[src/rtl/cpu_bus_arbiter.sv]
// -----------------------------------------------------------------------------
// cpu_bus_arbiter
//
// Shares one SRAM-like bus (split address / data handshakes, one transaction
// outstanding) between the instruction-fetch port and the MEM-stage data
// port. Data accesses win arbitration. Returned words are held in registers
// until the pipeline advances. kseg0/kseg1 virtual addresses are mapped to
// physical addresses. Fetches hit by an exception flush still complete on the
// bus, but their data is discarded.
//
// Ports
//   clk, rst            clock; synchronous active-low reset
//   inst_req, if_pc     fetch request and virtual address
//   if_instr            registered fetched word
//   stallreq_from_if    fetch still pending (combinational)
//   mem_en, mem_we      data access request, 1 = store
//   mem_size, sel       access size (0 byte, 1 half, 2 word), store strobes
//   data_addr           data virtual address
//   mem_wdata_last      store data
//   mem_rdata           registered load word
//   stallreq_from_mem   data access still pending (combinational)
//   pipe_stall          some pipeline stage is held this cycle
//   flush               exception flush
//   bus_req/wr/size/addr/wstrb/wdata   registered request channel
//   bus_addr_ok         request accepted
//   bus_data_ok         response valid
//   bus_rdata           response data
// -----------------------------------------------------------------------------
module cpu_bus_arbiter (
  input  logic        clk,
  input  logic        rst,
  input  logic        inst_req,
  input  logic [31:0] if_pc,
  output logic [31:0] if_instr,
  output logic        stallreq_from_if,
  input  logic        mem_en,
  input  logic        mem_we,
  input  logic [1:0]  mem_size,
  input  logic [3:0]  sel,
  input  logic [31:0] data_addr,
  input  logic [31:0] mem_wdata_last,
  output logic [31:0] mem_rdata,
  output logic        stallreq_from_mem,
  input  logic        pipe_stall,
  input  logic        flush,
  output logic        bus_req,
  output logic        bus_wr,
  output logic [1:0]  bus_size,
  output logic [31:0] bus_addr,
  output logic [3:0]  bus_wstrb,
  output logic [31:0] bus_wdata,
  input  logic        bus_addr_ok,
  input  logic        bus_data_ok,
  input  logic [31:0] bus_rdata
);

  typedef enum logic [2:0] {
    IDLE   = 3'd0,
    I_ADDR = 3'd1,
    I_DATA = 3'd2,
    D_ADDR = 3'd3,
    D_DATA = 3'd4
  } state_t;

  state_t state_r;
  logic   inst_done_r;
  logic   data_done_r;
  logic   drop_r;

  logic   inst_fin_s;
  logic   data_fin_s;
  logic   drop_eff_s;

  // kseg0 (0x8000_0000) and kseg1 (0xA000_0000) both alias physical 0.
  function automatic logic [31:0] map_addr(input logic [31:0] va);
    if ((va[31:29] == 3'b100) || (va[31:29] == 3'b101)) begin
      map_addr = {3'b000, va[28:0]};
    end else begin
      map_addr = va;
    end
  endfunction

  // Completion strobes; a flush arriving in the completing cycle also discards.
  always_comb begin
    inst_fin_s = (state_r == I_DATA) && bus_data_ok;
    data_fin_s = (state_r == D_DATA) && bus_data_ok;
    drop_eff_s = drop_r | flush;
  end

  // Stall requests: pending until the matching done flag is set.
  assign stallreq_from_if  = inst_req & ~inst_done_r;
  assign stallreq_from_mem = mem_en & ~data_done_r;

  // Arbitration FSM, done/drop flags, registered bus request and read data.
  always_ff @(posedge clk) begin
    if (!rst) begin
      state_r     <= IDLE;
      inst_done_r <= 1'b0;
      data_done_r <= 1'b0;
      drop_r      <= 1'b0;
      if_instr    <= 32'h0000_0000;
      mem_rdata   <= 32'h0000_0000;
      bus_req     <= 1'b0;
      bus_wr      <= 1'b0;
      bus_size    <= 2'd0;
      bus_addr    <= 32'h0000_0000;
      bus_wstrb   <= 4'b0000;
      bus_wdata   <= 32'h0000_0000;
    end else begin
      // Done flags survive a held pipeline so a finished access is not
      // re-issued; setting wins only in the completing cycle.
      if (inst_fin_s && !drop_eff_s) begin
        inst_done_r <= 1'b1;
      end else if (!pipe_stall || flush) begin
        inst_done_r <= 1'b0;
      end else begin
        inst_done_r <= inst_done_r;
      end

      if (data_fin_s) begin
        data_done_r <= 1'b1;
      end else if (!pipe_stall || flush) begin
        data_done_r <= 1'b0;
      end else begin
        data_done_r <= data_done_r;
      end

      case (state_r)
        IDLE: begin
          if (mem_en && !data_done_r && !flush) begin
            state_r   <= D_ADDR;
            bus_req   <= 1'b1;
            bus_wr    <= mem_we;
            bus_size  <= mem_size;
            bus_addr  <= map_addr(data_addr);
            bus_wstrb <= mem_we ? sel : 4'b0000;
            bus_wdata <= mem_we ? mem_wdata_last : 32'h0000_0000;
          end else if (inst_req && !inst_done_r && !flush) begin
            state_r   <= I_ADDR;
            bus_req   <= 1'b1;
            bus_wr    <= 1'b0;
            bus_size  <= 2'd2;
            bus_addr  <= map_addr(if_pc);
            bus_wstrb <= 4'b0000;
            bus_wdata <= 32'h0000_0000;
          end else begin
            state_r <= IDLE;
          end
        end
        I_ADDR: begin
          // The request stays up even when flushed; only the result is dropped.
          if (flush) begin
            drop_r <= 1'b1;
          end
          if (bus_addr_ok) begin
            state_r <= I_DATA;
            bus_req <= 1'b0;
          end
        end
        I_DATA: begin
          if (bus_data_ok) begin
            state_r <= IDLE;
            drop_r  <= 1'b0;
            if (!drop_eff_s) begin
              if_instr <= bus_rdata;
            end
          end else if (flush) begin
            drop_r <= 1'b1;
          end
        end
        D_ADDR: begin
          if (bus_addr_ok) begin
            state_r <= D_DATA;
            bus_req <= 1'b0;
          end
        end
        D_DATA: begin
          if (bus_data_ok) begin
            state_r <= IDLE;
            if (!bus_wr) begin
              mem_rdata <= bus_rdata;
            end
          end
        end
        default: begin
          state_r <= IDLE;
          bus_req <= 1'b0;
        end
      endcase
    end
  end

endmodule

[config.mk]
export PLATFORM = sky130hd
export DESIGN_NAME = cpu_bus_arbiter
export DESIGN_NICKNAME = d
export VERILOG_FILES = /design/src/rtl/cpu_bus_arbiter.sv
export SDC_FILE = /design/constraint.sdc
export NUM_CORES = 1
export LEC_CHECK = 0
export ABC_CLOCK_PERIOD_IN_PS = 1850
export CAP_MARGIN = 20
export CORE_UTILIZATION = 30
export DETAILED_ROUTE_END_ITERATION = 6
export PLACE_DENSITY = 0.71
export SLEW_MARGIN = 10
export SYNTH_ARGS = -nofsm -noshare
export SYNTH_HDL_FRONTEND = slang
export SYNTH_SLANG_ARGS = --single-unit
[constraint.sdc]
create_clock -name clk -period 1.85 [get_ports clk]
set_input_delay 0.4625 -clock clk [delete_from_list [all_inputs] [get_ports clk]]
set_output_delay 0.4625 -clock clk [all_outputs]
set_load 0.05 [all_outputs]
[Word level (Yosys, flattened, before mapping)]
Cells that the tools add are included.
Storage, ports and cells
  register bits: 142
  latch bits: 0
  bits in writable memories: 0
  memory bits (read-only): 0
  bits of input ports: 143
  output and inout bits: 138
  memories: 0
Operators by class
  add/sub/neg operators: 0
  multiply operators: 0
  div/mod/pow operators: 0
  order comparisons: 0
  equality and inequality tests: 13
  shifts and indexed selects: 0
  mux-type cells: 30
  bitwise logic cells: 8
  reduce and logical (&&, ||, !) cells: 27
Operators by type and width (count)
  two-way mux 32 bit: 7
  equality test 3 bit, second input constant: 5
  two-way mux 4 bit: 3
  one-hot mux 3 bit (4 select lines): 1
  AND reduction 3 bit: 4
  two-way mux 1 bit: 11
  two-way mux 3 bit: 3
  nonzero test 2 bit: 4
  logical AND 1 bit: 7
  equality test 3 x 2 -> 1 bit, second input constant: 2
  two-way mux 2 bit: 3
  zero test 1 bit: 5
  inverter 1 bit: 5
  inequality test 2 x 1 -> 1 bit, second input constant: 2
  inequality test 2 bit, second input constant: 2
  OR reduction 2 bit: 2
  equality test 3 x 1 -> 1 bit, second input constant: 1
  zero test 3 bit: 1
  logical OR 1 bit: 3
  inequality test 3 bit, second input constant: 1
  one-hot mux 1 bit (3 select lines): 1
  bitwise AND 1 bit: 2
  one-hot mux 1 bit (2 select lines): 1
  AND reduction 2 bit: 1
  OR 1 bit: 1

[Depth between registers and ports, before layout]
Gate-level depths: netlist of run 1.
  depth in word-level cells: 6
  depth in mapped cells: 7

[Worst setup path before layout of run 1]
OpenSTA, ideal clock, no wires.
  kind: input to register
  from: input port inst_req
  to: register bus_wdata[10]
  library setup time: 117 ps
  arrival time: 2229 ps
  slack: -496 ps
  cell stages on the path: 6
  path buffers: 2
  path through: nor2b_1 -> o21ai_1 -> and2_1 -> buf_2 -> buf_2 -> a22o_1
On the way
  cells in the longest elaborated chain, start to end: 4
RTL lines
  start, declared: line 32  | input logic inst_req,
  logical AND 1 bit (2 in a row): line 138  | end else if (inst_req && !inst_done_r && !flush) begin
  nonzero test 2 bit (no line)
  AND reduction 2 bit (no line)
  end signal, assigned: line 137  | bus_wdata <= mem_we ? mem_wdata_last : 32'h0000_0000;
  end, declared: line 51  | output logic [31:0] bus_wdata,
Every way passes these cells.
A chain may end at the register's enable or synchronous reset.

[Worst setup path after layout of run 1]
  from: input port mem_en
  to: output port stallreq_from_mem
On the way
  cells in the longest elaborated chain, start to end: 1
RTL lines
  start, declared: line 36  | input logic mem_en,
  bitwise AND 1 bit: line 92  | assign stallreq_from_mem = mem_en & ~data_done_r;
  end, declared: line 43  | output logic stallreq_from_mem,
Every way passes these cells.

==> summary.md, run 1 <==
| Metric | Value |
|---|---|
| Cells after synthesis | `602` |
| Synth Area in XOR/XNOR | `0.331%` |
| Min Tclk post-route | `1.80 ns` |
| Antenna-violating nets left | `0` |
| First-pass GRT wire length | `25.4 mm` |
| Most frequent cells in the layout | `nand2_1 (161), buf_4 (158), dfxtp_1 (142)` |
| Pwr per Cell Area | `905 mW/mm^2` |
| Cell Count Post-Placement | `1082` |
| GRT Residual Overflow | `0` |
| Crit. End Element | `output pin` |
| Main combinational cell family by area after synthesis | `compound AO/OA/AOI/OAI gates` |
| HPWL Detailed | `11.4 mm` |
| Setup violations, final | `0` |
| Max-slew headroom | `70.5%` |
| Peak Freq | `0.555 GHz` |
| Sw Share | `28.2%` |
| Mux share of post-synthesis cell area | `0.189%` |
| Gr usage total | `17.7%` |
| Synth warnings | `0` |
| Synth Flop Type | `dfxtp_1` |
| Max H-tree Level | `4` |
| Post-CTS Hold Fix Bufs | `0` |
| Avg Vias per Cell | `4.66` |
| Die Area | `0.0182 mm^2` |
| Mapped Nets | `745` |
| Via count of the first global-routing pass | `4951` |
| CTS root buf | `clkbuf_16` |
| Starting Density | `30.7%` |
| Commonest non-fill, non-tap cell in the layout | `nand2_1` |
| Number of DRC markers in iteration 0 | `237` |
| CTS sink count | `142` |
| Hold Vio Cnt, Final | `0` |
| Compound-Gate Fraction of Synth Area | `22.3%` |
| Post-CTS Resized | `0` |
| Net switching power | `2220 uW` |
| Flop pwr share | `41.4%` |
| Post-route setup TNS | `0 ns` |
| Final core occ | `50.5%` |
| Synth unique cells | `40` |
| Cell Count, Final, Fillers Out | `1116` |
| Worst-Skew Late Latency | `0.41 ns` |
| DRT Wirelength | `16.0 mm` |
| Least-Margin Pin Slew | `0.443 ns` |
| CP Data Required Time | `1.39 ns` |
| Post-synthesis sequential area ratio | `53.8%` |
| Port buffer count | `280` |
| Syn avg cell area | `8.78 um^2` |
| Bufs on Longest Clock Path | `2` |
| WS Path Type | `in2out` |
| Residual DRC | `0` |
| ANT cells | `0` |
| Crit path max fanout | `3` |
| RSZ-0062 raised after global routing | `false` |
| Layout cells sized above 1 | `23.6%` |
| Post-Synth Adder-Cell Area | `0.189%` |
| Leakage | `0.00359 uW` |
| Initial antenna violation count | `0` |
| Max VDD drop | `0.641 mV` |
| Part of the power in combinational logic | `18.3%` |
| Clk pwr share | `40.2%` |
| Die W | `135 um` |
| Post-synth EDFFs | `0` |
| CTS tree | `done` |
| Final setup skew | `0.00805 ns` |
| CTS clk-pin slew, worst paths | `0.06 ns` |
| Core ar. | `0.0172 mm^2` |
| Total power | `7880 uW` |
| Cell area after synthesis | `0.00529 mm^2` |
| Gpl congestion | `0.789` |
| Final period utilization | `97.5%` |
| Synth-to-Final Area Change | `64.8%` |
| Final #Nets | `1021` |
| Post-Synth Simple-Gate Area | `18.2%` |
| Placed inst area | `0.00815 mm^2` |
| Internal power | `5660 uW` |
| Die Ht | `135 um` |
| Design area | `0.00871 mm^2` |
| Startpoint types | `input pin` |
| Ys async rst share | `0%` |
| Largest net degree at the start of global routing | `51` |
| Row count | `48` |
| Worst Path Arrival | `1.34 ns` |
| 1st-pass router iterations | `4` |
| WL/cell | `14.3 um` |
| Max cap viols | `0` |
| Worst Hold Class | `in2reg` |
| Max Slew Vio Count | `0` |
| Cts bufs inserted | `17` |
| I/O pin count | `281` |
| Outcome | `complete, no violations` |
| Vias | `5201` |
| FF+latch count, synth | `142` |
-- cell usage after synthesis (all sizes together) (2+ instances only) --
library cell,instances,area (um^2)
nor3,2,26.3
nand3,35,175
nand2,161,604
a22o,36,315
clkbuf,28,105
a31oi,33,206
nor2b,6,37.5
buf,25,149
o21ai,66,330
a21oi,2,10.0
a21boi,33,248
dfxtp,142,2840
a22oi,2,15.0
inv,3,11.3
and2,2,12.5
nand2b,3,18.8
nor2,5,18.8
-- final timing paths --
| check | startpoint | to | slack, ns | depth (start not counted) |
|---|---|---|---|---|
| max reg2reg | state_r[2] | bus_wdata[4] | 0.25 | 5 |
| min reg2reg | mem_rdata[3] | mem_rdata[3] | 0.45 | 2 |
| max | mem_en | stallreq_from_mem | 0.05 | 4 |
| min | rst | state_r[0] | 0.44 | 3 |
-- power by group through the flow --
| stage | clock network, uW | logic [uW] | registers (uW) |
|---|---|---|---|
| after floorplan | 0 | 371 | 3730 |
| after global placement | 0 | 1440 | 3330 |
| after detailed placement | 0 | 1450 | 3330 |
| after CTS | 3280 | 1450 | 3270 |
| after global routing | 3420 | 1540 | 3280 |
| final | 3170 | 1450 | 3270 |
-- logic make-up after synthesis --
group | count (synthesis)
AO/OA/AOI/OAI | 178
XOR/XNOR | 2
adder cells (fa/ha/maj) | 1
buffers and inverters | 56
flip-flops | 142
multiplexers | 1
AND/OR/NAND/NOR | 222
-- what timing repair did --
action / CTS / global route
endpoints found under the setup margin: 0 / 2
hold endpoints to repair: 0 / 0
buffers inserted: 0 / 2
-- through the flow --
stage	hold WS, ns	worst slack [ns]
2_1_floorplan	0.470	0.0826
5_1_grt	0.439	0.0204
6_report	0.436	0.0471
4_1_cts	0.410	0.000432
3_3_place_gp	0.436	-0.277
3_5_place_dp	0.442	-0.326
-- sequential cells by signal (all words and copies together), names as in the netlist --
register,cells
state_r,3
bus_size,2
inst_done_r,1
bus_wstrb,4
if_instr,32
drop_r,1
bus_addr,32
bus_wr,1
bus_req,1
bus_wdata,32
data_done_r,1
mem_rdata,32
-- cell type report --
type | instances | area [um^2]
multi-input cells | 404 | 2210
flip-flops and latches | 142 | 2840
well taps | 225 | 282
clock inverters | 14 | 120
inverters | 3 | 11.3
fillers | 1628 | 8530
clock buffers | 18 | 429
repair buffers | 310 | 2820
-- worst max-delay path, stage by stage --
cell,delay [ns]
clkdlybuf4s50_1,0.48
nor2b_4,0.15
buf_4,0.12
buf_12,0.12
-- layer usage --
layer / wire length [um] / track usage [%]
met4: 322 / 7.12
met3: 1000 / 5.07
met2: 7850 / 29.4
met5: 0 / 0
met1: 6810 / 21.6
No activity file was read; power rests on OpenSTA's default activity.
==> run 2, diff against run 1 <==
--- a/config.mk
+++ b/config.mk
@@ -5,11 +5,12 @@
 export SDC_FILE = /design/constraint.sdc
 export NUM_CORES = 1
 export LEC_CHECK = 0
+export ABC_AREA = 1
 export ABC_CLOCK_PERIOD_IN_PS = 1850
 export CAP_MARGIN = 20
 export CORE_UTILIZATION = 30
 export DETAILED_ROUTE_END_ITERATION = 6
-export PLACE_DENSITY = 0.71
+export PLACE_DENSITY = 0.69
 export SLEW_MARGIN = 10
 export SYNTH_ARGS = -nofsm -noshare
 export SYNTH_HDL_FRONTEND = slang
==> run 2 against run 1 <==
Compared with the run above:
- hold slack better by 0.024 ns
- sequential share of layout area is 1.7 points lower
- worst setup slack better by 0.018 ns
- critical endpoint is now bus_wr
- die area is 9.1% higher
- maximum frequency is 1.0% higher
==> summary.md, run 2 <==
| Metric | Value |
|---|---|
| Final #Nets | `1249 (+22%)` |
| Commonest non-fill, non-tap cell in the layout | `nand2_1` |
| Synth Flop Type | `dfxtp_1` |
| Mapped Nets | `976 (+31%)` |
| Vias | `6107 (+17%)` |
| Starting Density | `30.8% (+0.11 points)` |
| Total power | `9970 uW (+26%)` |
| Crit-path slowest cell | `dfxtp_1` |
| Cts bufs inserted | `17 (unchanged)` |
| GRT Residual Overflow | `0 (unchanged)` |
| Least-Margin Pin Slew | `0.588 ns (+0.146 ns)` |
| Main combinational cell family by area after synthesis | `simple AND/OR/NAND/NOR gates` |
| Worst Hold Class | `reg2reg` |
| Reg2reg start | `state_r[0]` |
| Final setup skew | `0.0130 ns (+0.00491 ns)` |
| CTS tree | `done` |
| Post-CTS Resized | `0 (unchanged)` |
| Max cap viols | `0 (unchanged)` |
| Crit path cell chain | `buf_12` |
| Avg Vias per Cell | `4.51 (-3.1%)` |
| Min Tclk post-route | `1.79 ns (-0.0179 ns)` |
| Synth-to-Final Area Change | `59.3%` |
| FF+latch count, synth | `142 (unchanged)` |
| HPWL Detailed | `13.0 mm (+14%)` |
| Share of the synthesized area in the top cell type | `49.2% (-4.6 points)` |
| CTS sink count | `142 (unchanged)` |
| Pwr per Cell Area | `1080 mW/mm^2 (+20%)` |
| Synth warnings | `0 (unchanged)` |
| Outcome | `complete, no violations` |
| ANT cells | `0 (unchanged)` |
| Die Ht | `141 um (+4.5%)` |
| Crit-path max cell delay | `0.69 ns (+0.21 ns)` |
| CTS clk-pin slew, worst paths | `0.06 ns (about the same)` |
| WL/cell | `13.5 um (-5.4%)` |
| Post-synthesis sequential area ratio | `49.2% (-4.6 points)` |
| Via count of the first global-routing pass | `5725 (+16%)` |
| Gr usage total | `18.6% (+0.85 points)` |
| Max-slew headroom | `60.7% (-9.8 points)` |
| Crit path max fanout | `11 (+8)` |
| Number of DRC markers in iteration 0 | `387 (+63%)` |
| Port buffer count | `280 (unchanged)` |
| Post-synth top area cell | `dfxtp_1` |
| Startpoint types | `flop` |
| CTS root buf | `clkbuf_16` |
| Initial antenna violation count | `0 (unchanged)` |
| DRT Wirelength | `18.3 mm (+15%)` |
| Max H-tree Level | `4 (unchanged)` |
| Design area | `0.00920 mm^2 (+5.6%)` |
| Compound-Gate Fraction of Synth Area | `9.70% (-13 points)` |
| Max Slew Vio Count | `0 (unchanged)` |
| Cells after synthesis | `833 (+38%)` |
| Die Area | `0.0198 mm^2 (+9.1%)` |
| Post-Synth Adder-Cell Area | `0% (-0.19 points)` |
| CP bufs+invs | `1 (-2)` |
| Synth top cells by count | `nand2_1 (212), nor2_1 (172), dfxtp_1 (142)` |
| Max VDD drop | `0.614 mV (-4.2%)` |
| Layout cells sized above 1 | `18.9% (-4.7 points)` |
| Mux share of post-synthesis cell area | `0% (-0.19 points)` |
| Post-Synth Simple-Gate Area | `33.1% (+15 points)` |
| Worst Path Arrival | `1.32 ns (-0.02 ns)` |
| Hold_sp | `bus_wstrb[0]` |
| Worst-Skew Late Latency | `0.42 ns (about the same)` |
| Residual DRC | `0 (unchanged)` |
| Crit. End Element | `output pin` |
| Post-synth EDFFs | `0 (unchanged)` |
| Cell area after synthesis | `0.00578 mm^2 (+9.3%)` |
| Post-CTS Hold Fix Bufs | `0 (unchanged)` |
| Setup violations, final | `0 (unchanged)` |
| Synth Area in XOR/XNOR | `0% (-0.33 points)` |
| Placed inst area | `0.00865 mm^2 (+6.2%)` |
| Leakage | `0.00422 uW (+18%)` |
| Number of post-CTS setup repair buffers | `0 (unchanged)` |
| Core ar. | `0.0188 mm^2 (+8.9%)` |
| Die W | `141 um (+4.5%)` |
| Hold Vio Cnt, Final | `0 (unchanged)` |
| Syn avg cell area | `6.93 um^2 (-21%)` |
| 1st-pass router iterations | `4 (unchanged)` |
| Largest net degree at the start of global routing | `67 (+31%)` |
| Final period utilization | `96.5% (-0.97 points)` |
| Dominant cells by area after synthesis | `dfxtp_1 (49%), nand2_1 (14%), nor2_1 (11%), o21ai_0 (5.6%), nand3_1 (4.0%)` |
| Bufs on Longest Clock Path | `2 (unchanged)` |
| Peak Freq | `0.560 GHz (+1.0%)` |
| CP Data Required Time | `1.39 ns (about the same)` |
| Gpl congestion | `0.806 (+2.1%)` |
| Most common cell in the synthesized netlist | `nand2_1` |
| Cell family with most CP delay | `flip-flops` |
| Row count | `50 (+4.2%)` |
| I/O pin count | `281 (unchanged)` |
| Ys async rst share | `0% (unchanged)` |
| Synth unique cells | `19 (-53%)` |
| First-pass GRT wire length | `29.2 mm (+15%)` |
| RSZ-0062 raised after global routing | `false` |
| Critical path origin | `bus_wr` |
| Antenna-violating nets left | `0 (unchanged)` |
| WS Path Type | `reg2out` |
| Most frequent cells in the layout | `nand2_1 (212), nor2_1 (171), buf_4 (154)` |
[run 2: cell count changes after synthesis, sizes merged, moves of 36 or more]
cell / before / now
a22o: 36 / 0
a21oi: 2 / 43
nand2: 161 / 215
nor2: 5 / 175
inv: 3 / 50
[run 2: layout make-up]
class	count	area [um^2]
Multi-Input combinational cell	585	2480
Fill cell	1849	9570
Clock inverter	12	111
Inverter	50	188
Clock buffer	20	437
Timing Repair Buffer	310	2850
Tap cell	234	293
Sequential cell	142	2840
[run 2: path summary, 6_finish.rpt]
path / endpoint / slack [ns] / depth (start not counted)
min reg2reg: bus_wstrb[0] / 0.46 / 2
min: bus_wstrb[0] / 0.46 / 2
max reg2reg: bus_wdata[3] / 0.47 / 6
max: bus_wr / 0.06 / 1
[run 2: layer usage]
layer | GRT usage [%] | vias to the layer above | routed length (um)
li1 | - | 3172 | -
met1 | 23.6 | 2718 | 8260
met2 | 29.8 | 191 | 8490
met3 | 5.13 | 26 | 1130
met4 | 7.61 | 0 | 448
met5 | 0 | - | 0
[run 2: logic make-up (layout without fill, tap and decap cells)]
| kind of cell | after synthesis | count (layout) |
|---|---|---|
| compound gates | 112 | 112 |
| flops | 142 | 142 |
| buf+inv | 106 | 392 |
| simple gates | 473 | 473 |
[run 2: worst min-delay path, cell delays in order (launching register included)]
cell and delay, ns:
dfxtp_1 0.31, nand2_1 0.06, a21oi_1 0.05
[run 2: stage by stage]
step	std cells	utilization [%]	worst slack, ns	hold slack [ns]	TNS [ns]
detailed placement	1321	46.1	-0.0477	0.452	-1.38
CTS	1353	49.0	0.0188	0.461	0
global route	1353	49.0	0.00911	0.482	0
floorplan	833	-	0.259	0.461	0
global placement	1321	46.1	-0.0137	0.447	-0.0284
finish	1353	49.0	0.0650	0.460	0
[run 2: where the power goes]
group | total, uW | internal, uW | switching (uW) | leakage [uW]
Clock | 3240 | 1860 | 1380 | 0.000261
Sequential | 3550 | 3370 | 181 | 0.00116
Combinational | 3180 | 1140 | 2040 | 0.00280
